**config.mk**
```make
export PLATFORM = sky130hd
export DESIGN_NAME = spike_count_classifier
export DESIGN_NICKNAME = d
export VERILOG_FILES = /design/src/rtl/snn_pkg.sv /design/src/rtl/sat_spike_counter.sv /design/src/rtl/spike_count_classifier.sv
export SDC_FILE = /design/constraint.sdc
export NUM_CORES = 1
export LEC_CHECK = 0
export ABC_AREA = 1
export BUFFER_PORTS_ARGS = -buffer_cell sky130_fd_sc_hd__buf_2
export CORE_MARGIN = 1
export CORE_UTILIZATION = 35
export DETAILED_ROUTE_END_ITERATION = 8
export GPL_ROUTABILITY_DRIVEN = 0
export HOLD_SLACK_MARGIN = 0.06
export SYNTH_ARGS = -nofsm -noshare
export SYNTH_HDL_FRONTEND = slang
export SYNTH_SLANG_ARGS = --single-unit
```
**constraint.sdc**
```tcl
create_clock -name clk -period 2.6 [get_ports clk]
set_clock_uncertainty 0.15 [all_clocks]
set_input_delay 0.13 -clock clk [delete_from_list [all_inputs] [get_ports clk]]
set_output_delay 0.13 -clock clk [all_outputs]
set_load 0.03 [all_outputs]
```
**src/rtl/snn_pkg.sv**
```systemverilog
// snn_pkg: shared types and defaults for the spiking-network output stage
package snn_pkg;
   localparam int NUM_CLASSES_DEF = 10;
   localparam int COUNT_BITS_DEF  = 8;
   localparam int WINDOW_BITS_DEF = 8;
   localparam logic [COUNT_BITS_DEF-1:0] SAT_MAX = '1;
   typedef enum logic [1:0] {IDLE, ACCUM, ARGMAX, DONE} state_t;
   function automatic int idx_bits(input int n);
      return (n > 1) ? $clog2(n) : 1;
   endfunction
endpackage

```
**src/rtl/sat_spike_counter.sv**
```systemverilog
// sat_spike_counter: per-class spike counter with clear and saturation
module sat_spike_counter #(
   parameter int W = 8
) (
   input  logic         clk,
   input  logic         rst_n,
   input  logic         clr,
   input  logic         inc,
   output logic [W-1:0] cnt
);
   always_ff @(posedge clk)
      if (!rst_n || clr) cnt <= '0;
      else if (inc && !(&cnt)) cnt <= cnt + 1'b1;
endmodule

```
**src/rtl/spike_count_classifier.sv**
```systemverilog
// spike_count_classifier: windowed spike counting followed by a sequential argmax
module spike_count_classifier
   import snn_pkg::*;
#(
   parameter int NUM_CLASSES = NUM_CLASSES_DEF,
   parameter int COUNT_BITS  = COUNT_BITS_DEF,
   parameter int WINDOW_BITS = WINDOW_BITS_DEF,
   parameter int IDX_BITS    = idx_bits(NUM_CLASSES)
) (
   input  logic                   clk,
   input  logic                   rst_n,
   input  logic                   ce,
   input  logic                   start,
   input  logic [WINDOW_BITS-1:0] window_len,
   input  logic [NUM_CLASSES-1:0] spike_in,
   output logic                   busy,
   output logic                   class_valid,
   output logic [IDX_BITS-1:0]    class_out,
   output logic [COUNT_BITS-1:0]  max_count,
   output logic                   tie
);
   localparam logic [IDX_BITS-1:0] LAST = IDX_BITS'(NUM_CLASSES - 1);
   state_t                  state, nxt;
   logic [WINDOW_BITS-1:0]  win, step;
   logic [IDX_BITS-1:0]     idx, best, nb;
   logic [COUNT_BITS-1:0]   bc, nc, cur;
   logic                    tie_r, nt, first, gt;
   logic [COUNT_BITS-1:0]   cnt [NUM_CLASSES];
   logic                    clr, acc;

   assign clr = (state == IDLE) && start;
   assign acc = (state == ACCUM) && ce;
   assign busy = state != IDLE;
   assign class_valid = state == DONE;

   for (genvar k = 0; k < NUM_CLASSES; k++) begin : g_cnt
      sat_spike_counter #(.W(COUNT_BITS)) u_cnt (
         .clk   (clk),
         .rst_n (rst_n),
         .clr   (clr),
         .inc   (acc && spike_in[k]),
         .cnt   (cnt[k])
      );
   end

   // strict greater-than keeps the lowest index on equal counts
   always_comb begin
      cur   = cnt[idx];
      first = idx == '0;
      gt    = cur > bc;
      nb    = first ? '0 : (gt ? idx : best);
      nc    = first ? cur : (gt ? cur : bc);
      nt    = first ? 1'b0 : (gt ? 1'b0 : ((cur == bc) ? 1'b1 : tie_r));
   end

   always_comb begin
      nxt = state;
      case (state)
         IDLE:   nxt = start ? ACCUM : IDLE;
         ACCUM:  nxt = (ce && step == win - 1'b1) ? ARGMAX : ACCUM;
         ARGMAX: nxt = (idx == LAST) ? DONE : ARGMAX;
         default: nxt = IDLE;
      endcase
   end

   always_ff @(posedge clk) begin
      if (!rst_n) begin
         state     <= IDLE;
         win       <= '0;
         step      <= '0;
         idx       <= '0;
         best      <= '0;
         bc        <= '0;
         tie_r     <= 1'b0;
         class_out <= '0;
         max_count <= '0;
         tie       <= 1'b0;
      end else begin
         state <= nxt;
         if (clr) begin
            win  <= (window_len == '0) ? WINDOW_BITS'(1) : window_len;
            step <= '0;
            idx  <= '0;
         end
         if (acc) step <= step + 1'b1;
         if (state == ARGMAX) begin
            best  <= nb;
            bc    <= nc;
            tie_r <= nt;
            idx   <= idx + 1'b1;
            if (idx == LAST) begin
               class_out <= nb;
               max_count <= nc;
               tie       <= nt;
            end
         end
      end
   end
endmodule

```
==> run summary <==
Gr usage total - 19.7%
Post-synth EDFFs - 0
Combinational Power Share - 7.2%
Fin cells - 1490
Wire per inst - 13.6 um
TritonCTS Sinks - 128
Clk_lat worst skew - 430 ps
Final Cycle Share - 103%
CTS Buf Count - 17
Detailed Route WL - 20200 um
Switching share of power - 23.1%
Antenna Nets Post-Route - 0
Hold crit path type - primary input to register
Worst Hold End - g_cnt[4].u_cnt.cnt[0]$_SDFFE_PP0P_
Register share of total power - 39.0%
Die W - 145 um
Worst-path maximum fanout - 8
FF-to-FF Start - idx[0]$_SDFFE_PN0P_
H-tree depth - 4
Async set-reset flop share out of synthesis - 0%
Row count - 51
Final hold vios - 0
DR iter-0 viols - 461
P_leak - 0.00401 uW
Final Slew Violations - 0
Power Total - 5140 uW
Cell area after layout - 0.00972 mm2
Layout cells sized above 1 - 23.0%
Worst Path Arrival - 2860 ps
Hold Path Origin - spike_in[4]
Post-Place Cell Area - 0.00798 mm2
GR Overflow Total - 0
Buffers on Ports - 36
DR pass1 iterations - 5
Final worst setup slack - -78.8 ps
Reg2reg path depth - 18
CTS tree - yes
Core ar. - 0.0197 mm2
Worst path max stage delay - 380 ps
Critical path buffers and inverters - 5
Max Buffers Root-to-Sink - 2
Post-synth top flop - dfxtp_1
Int Power - 3950 uW
Yosys reg bits - 128
Fin util - 49.3%
Fin nets - 1257
Area growth, synth to finish - 36.3%
Antenna violations before repair - 0
ANT cells - 0
CP required - 2780 ps
Multi-input logic area - 0.00435 mm2
DRC viols - 0
Vias per cell - 5.03
Register area - 0.00257 mm2
RSZ-0062 raised after global routing - true
Synth Instances - 1075
Syn nets - 1120
Top Family by Delay on Critical Path - simple AND/OR/NAND/NOR gates
Boundary Pins - 37
NetSw - 1190 uW
Status - finished, violations left
Hold path depth - 5
FF-to-FF End - max_count[6]$_SDFFE_PN0P_
Final min period - 2680 ps
Via Count - 7490
Max Cap Violations - 0
Clk pin slew, worst setup/hold paths - 60 ps
Slew @ Worst Pin - 803 ps
DPL Wire Length - 13400 um
Max Fclk - 373 MHz
CTS root buf - clkbuf_16
Post-Syn Area - 0.00714 mm2
Critical path class - register to register
Max IR drop VDD - 0.447 mV
CP Capture Type - register
Relative slew slack - 46.1%
YS warnings - 0
CP cell instances - buf_8, buf_8, buf_6, o21ai_1, o21ai_1, nand2_1, nand3_2, ha_4, nand2_4, o21ai_1, nand2_1, nand2_2, nand2_2, buf_6, nand3_1, nand3_1, nand2_1, inv_1
Fill cells - 1935
Average instance area after synthesis - 6.64 um2
Final setup violation count - 23
Largest net degree at the start of global routing - 55
# placed instances - 1407
CP Launch Type - register
Failing checks - negative setup slack
Initial core utilization - 36.2%
Number of global-route vias before repair - 6724
Clk network pwr share - 53.8%
Die H - 145 um
Pwr dens - 528 mW/mm2
Die area - 0.0210 mm2
Slowest cell on crit path - dfxtp_4
R2R setup slack - -80 ps
First-pass GRT wire length - 32200 um
Register area share after synthesis - 35.9%
Netlist cell types - 42
-- layout make-up --
cell class | count | area share (%)
multi-input combinational | 770 | 44.7
clock buffer | 18 | 4.52
sequential | 128 | 26.4
clock inverter | 14 | 2.44
tap | 265 | 3.41
timing repair buffer | 150 | 12.8
inverter | 145 | 5.70
-- power groups by stage --
| stage | Sequential, uW | Clock [uW] | Combinational [uW] |
|---|---|---|---|
| 3_5_place_dp | 2050 | 0 | 305 |
| 2_1_floorplan | 2040 | 0 | 214 |
| 4_1_cts | 2000 | 2810 | 358 |
| 6_report | 2000 | 2760 | 369 |
| 3_3_place_gp | 2050 | 0 | 303 |
| 5_1_grt | 2010 | 2880 | 415 |
-- layer usage --
layer | part of all wire, % | vias up | routed length [um] | track usage, %
li1 | - | 3825 | - | -
met1 | 46 | 3472 | 9400 | 24.7
met2 | 48 | 158 | 9710 | 33.8
met3 | 3.6 | 35 | 723 | 3.82
met4 | 2.0 | 0 | 395 | 6.59
met5 | 0 | - | 0 | 0
-- repair_timing --
item                                   4_1_cts  5_1_grt
buffers inserted                            13        4
setup endpoints to repair                   26       28
endpoints found under the hold margin       53        0
pin swaps                                   29       38
hold buffers                                33        0
cloned                                       3        0
gates resized for setup                     82       84
-- worst min-delay path, stage by stage --
cell and delay [ps]:
buf_2 100, inv_1 60, nor2_1 50, nand2_1 200, a21oi_1 100
-- cells in the final DEF, fill, tap and decap left out, types with 16 or more instances in the layout --
| cell | count |
|---|---|
| clkbuf_16 | 17 |
| o21ai_1 | 20 |
| o21ai_0 | 75 |
| nand3_1 | 67 |
| buf_2 | 37 |
| inv_1 | 129 |
| nand3_2 | 26 |
| nand2_1 | 198 |
| buf_4 | 63 |
| nor2_1 | 96 |
| nand2_2 | 21 |
| dfxtp_1 | 126 |
| nor3_1 | 19 |
| dlygate4sd3_1 | 33 |
| a21oi_1 | 101 |
| xor2_1 | 17 |
| ha_1 | 16 |
| a21oi_2 | 16 |
-- worst max path at each step --
stage	start	cells past startpoint	endpoint	slack [ps]
CTS	idx[0]$_SDFFE_PN0P_	18	max_count[4]$_SDFFE_PN0P_	-4
global route	idx[0]$_SDFFE_PN0P_	18	bc[7]$_SDFFE_PN0P_	-220
finish	idx[0]$_SDFFE_PN0P_	18	max_count[6]$_SDFFE_PN0P_	-80
global placement	idx[0]$_SDFFE_PN0P_	19	max_count[1]$_SDFFE_PN0P_	-230
detailed placement	idx[0]$_SDFFE_PN0P_	19	max_count[6]$_SDFFE_PN0P_	-240
floorplan	idx[0]$_SDFFE_PN0P_	18	bc[7]$_SDFFE_PN0P_	50
-- logic make-up (layout without fill, tap and decap cells) --
kind of cell,count (synthesis),after routing,share of synthesized area [%]
adders and majority gates,23,23,4.03
and+or+nand+nor,488,488,30.5
xor gates and xnor gates,20,20,2.45
buffers and inverters,177,327,9.84
DFF,128,128,35.9
AOI/OAI and AO/OA,239,239,17.3
-- state kept, by name, indices dropped and copies added (netlist names) --
| name | count |
|---|---|
| step | 8 |
| bc | 8 |
| class_out | 4 |
| state | 2 |
| idx | 4 |
| best | 4 |
| tie | 1 |
| max_count | 8 |
| g_cnt.u_cnt.cnt | 80 |
| win | 8 |
| tie_r | 1 |
-- cell usage after synthesis (all sizes together) (3+ instances only) --
library cell | number | area [um2]
xnor2 | 3 | 26.3
nor4 | 16 | 106
o21a | 3 | 22.5
nand2 | 228 | 878
clkbuf | 12 | 45.0
inv | 143 | 542
nor3 | 22 | 120
o21ai | 108 | 541
ha | 23 | 288
xor2 | 17 | 149
a21oi | 117 | 589
nand3 | 98 | 533
buf | 20 | 108
a211oi | 4 | 30.0
dfxtp | 128 | 2560
nand4 | 10 | 62.6
nor2 | 109 | 437
-- through the flow --
step | TNS [ps] | worst slack, ps | hold WS, ps
after floorplan | 0 | 45.4 | 147
after global placement | -4760 | -231 | 277
after detailed placement | -4980 | -238 | 278
after CTS | -5.06 | -3.59 | 109
after global routing | -4040 | -220 | 163
final | -1110 | -78.8 | 120
Power figures use the tool's default switching activity.
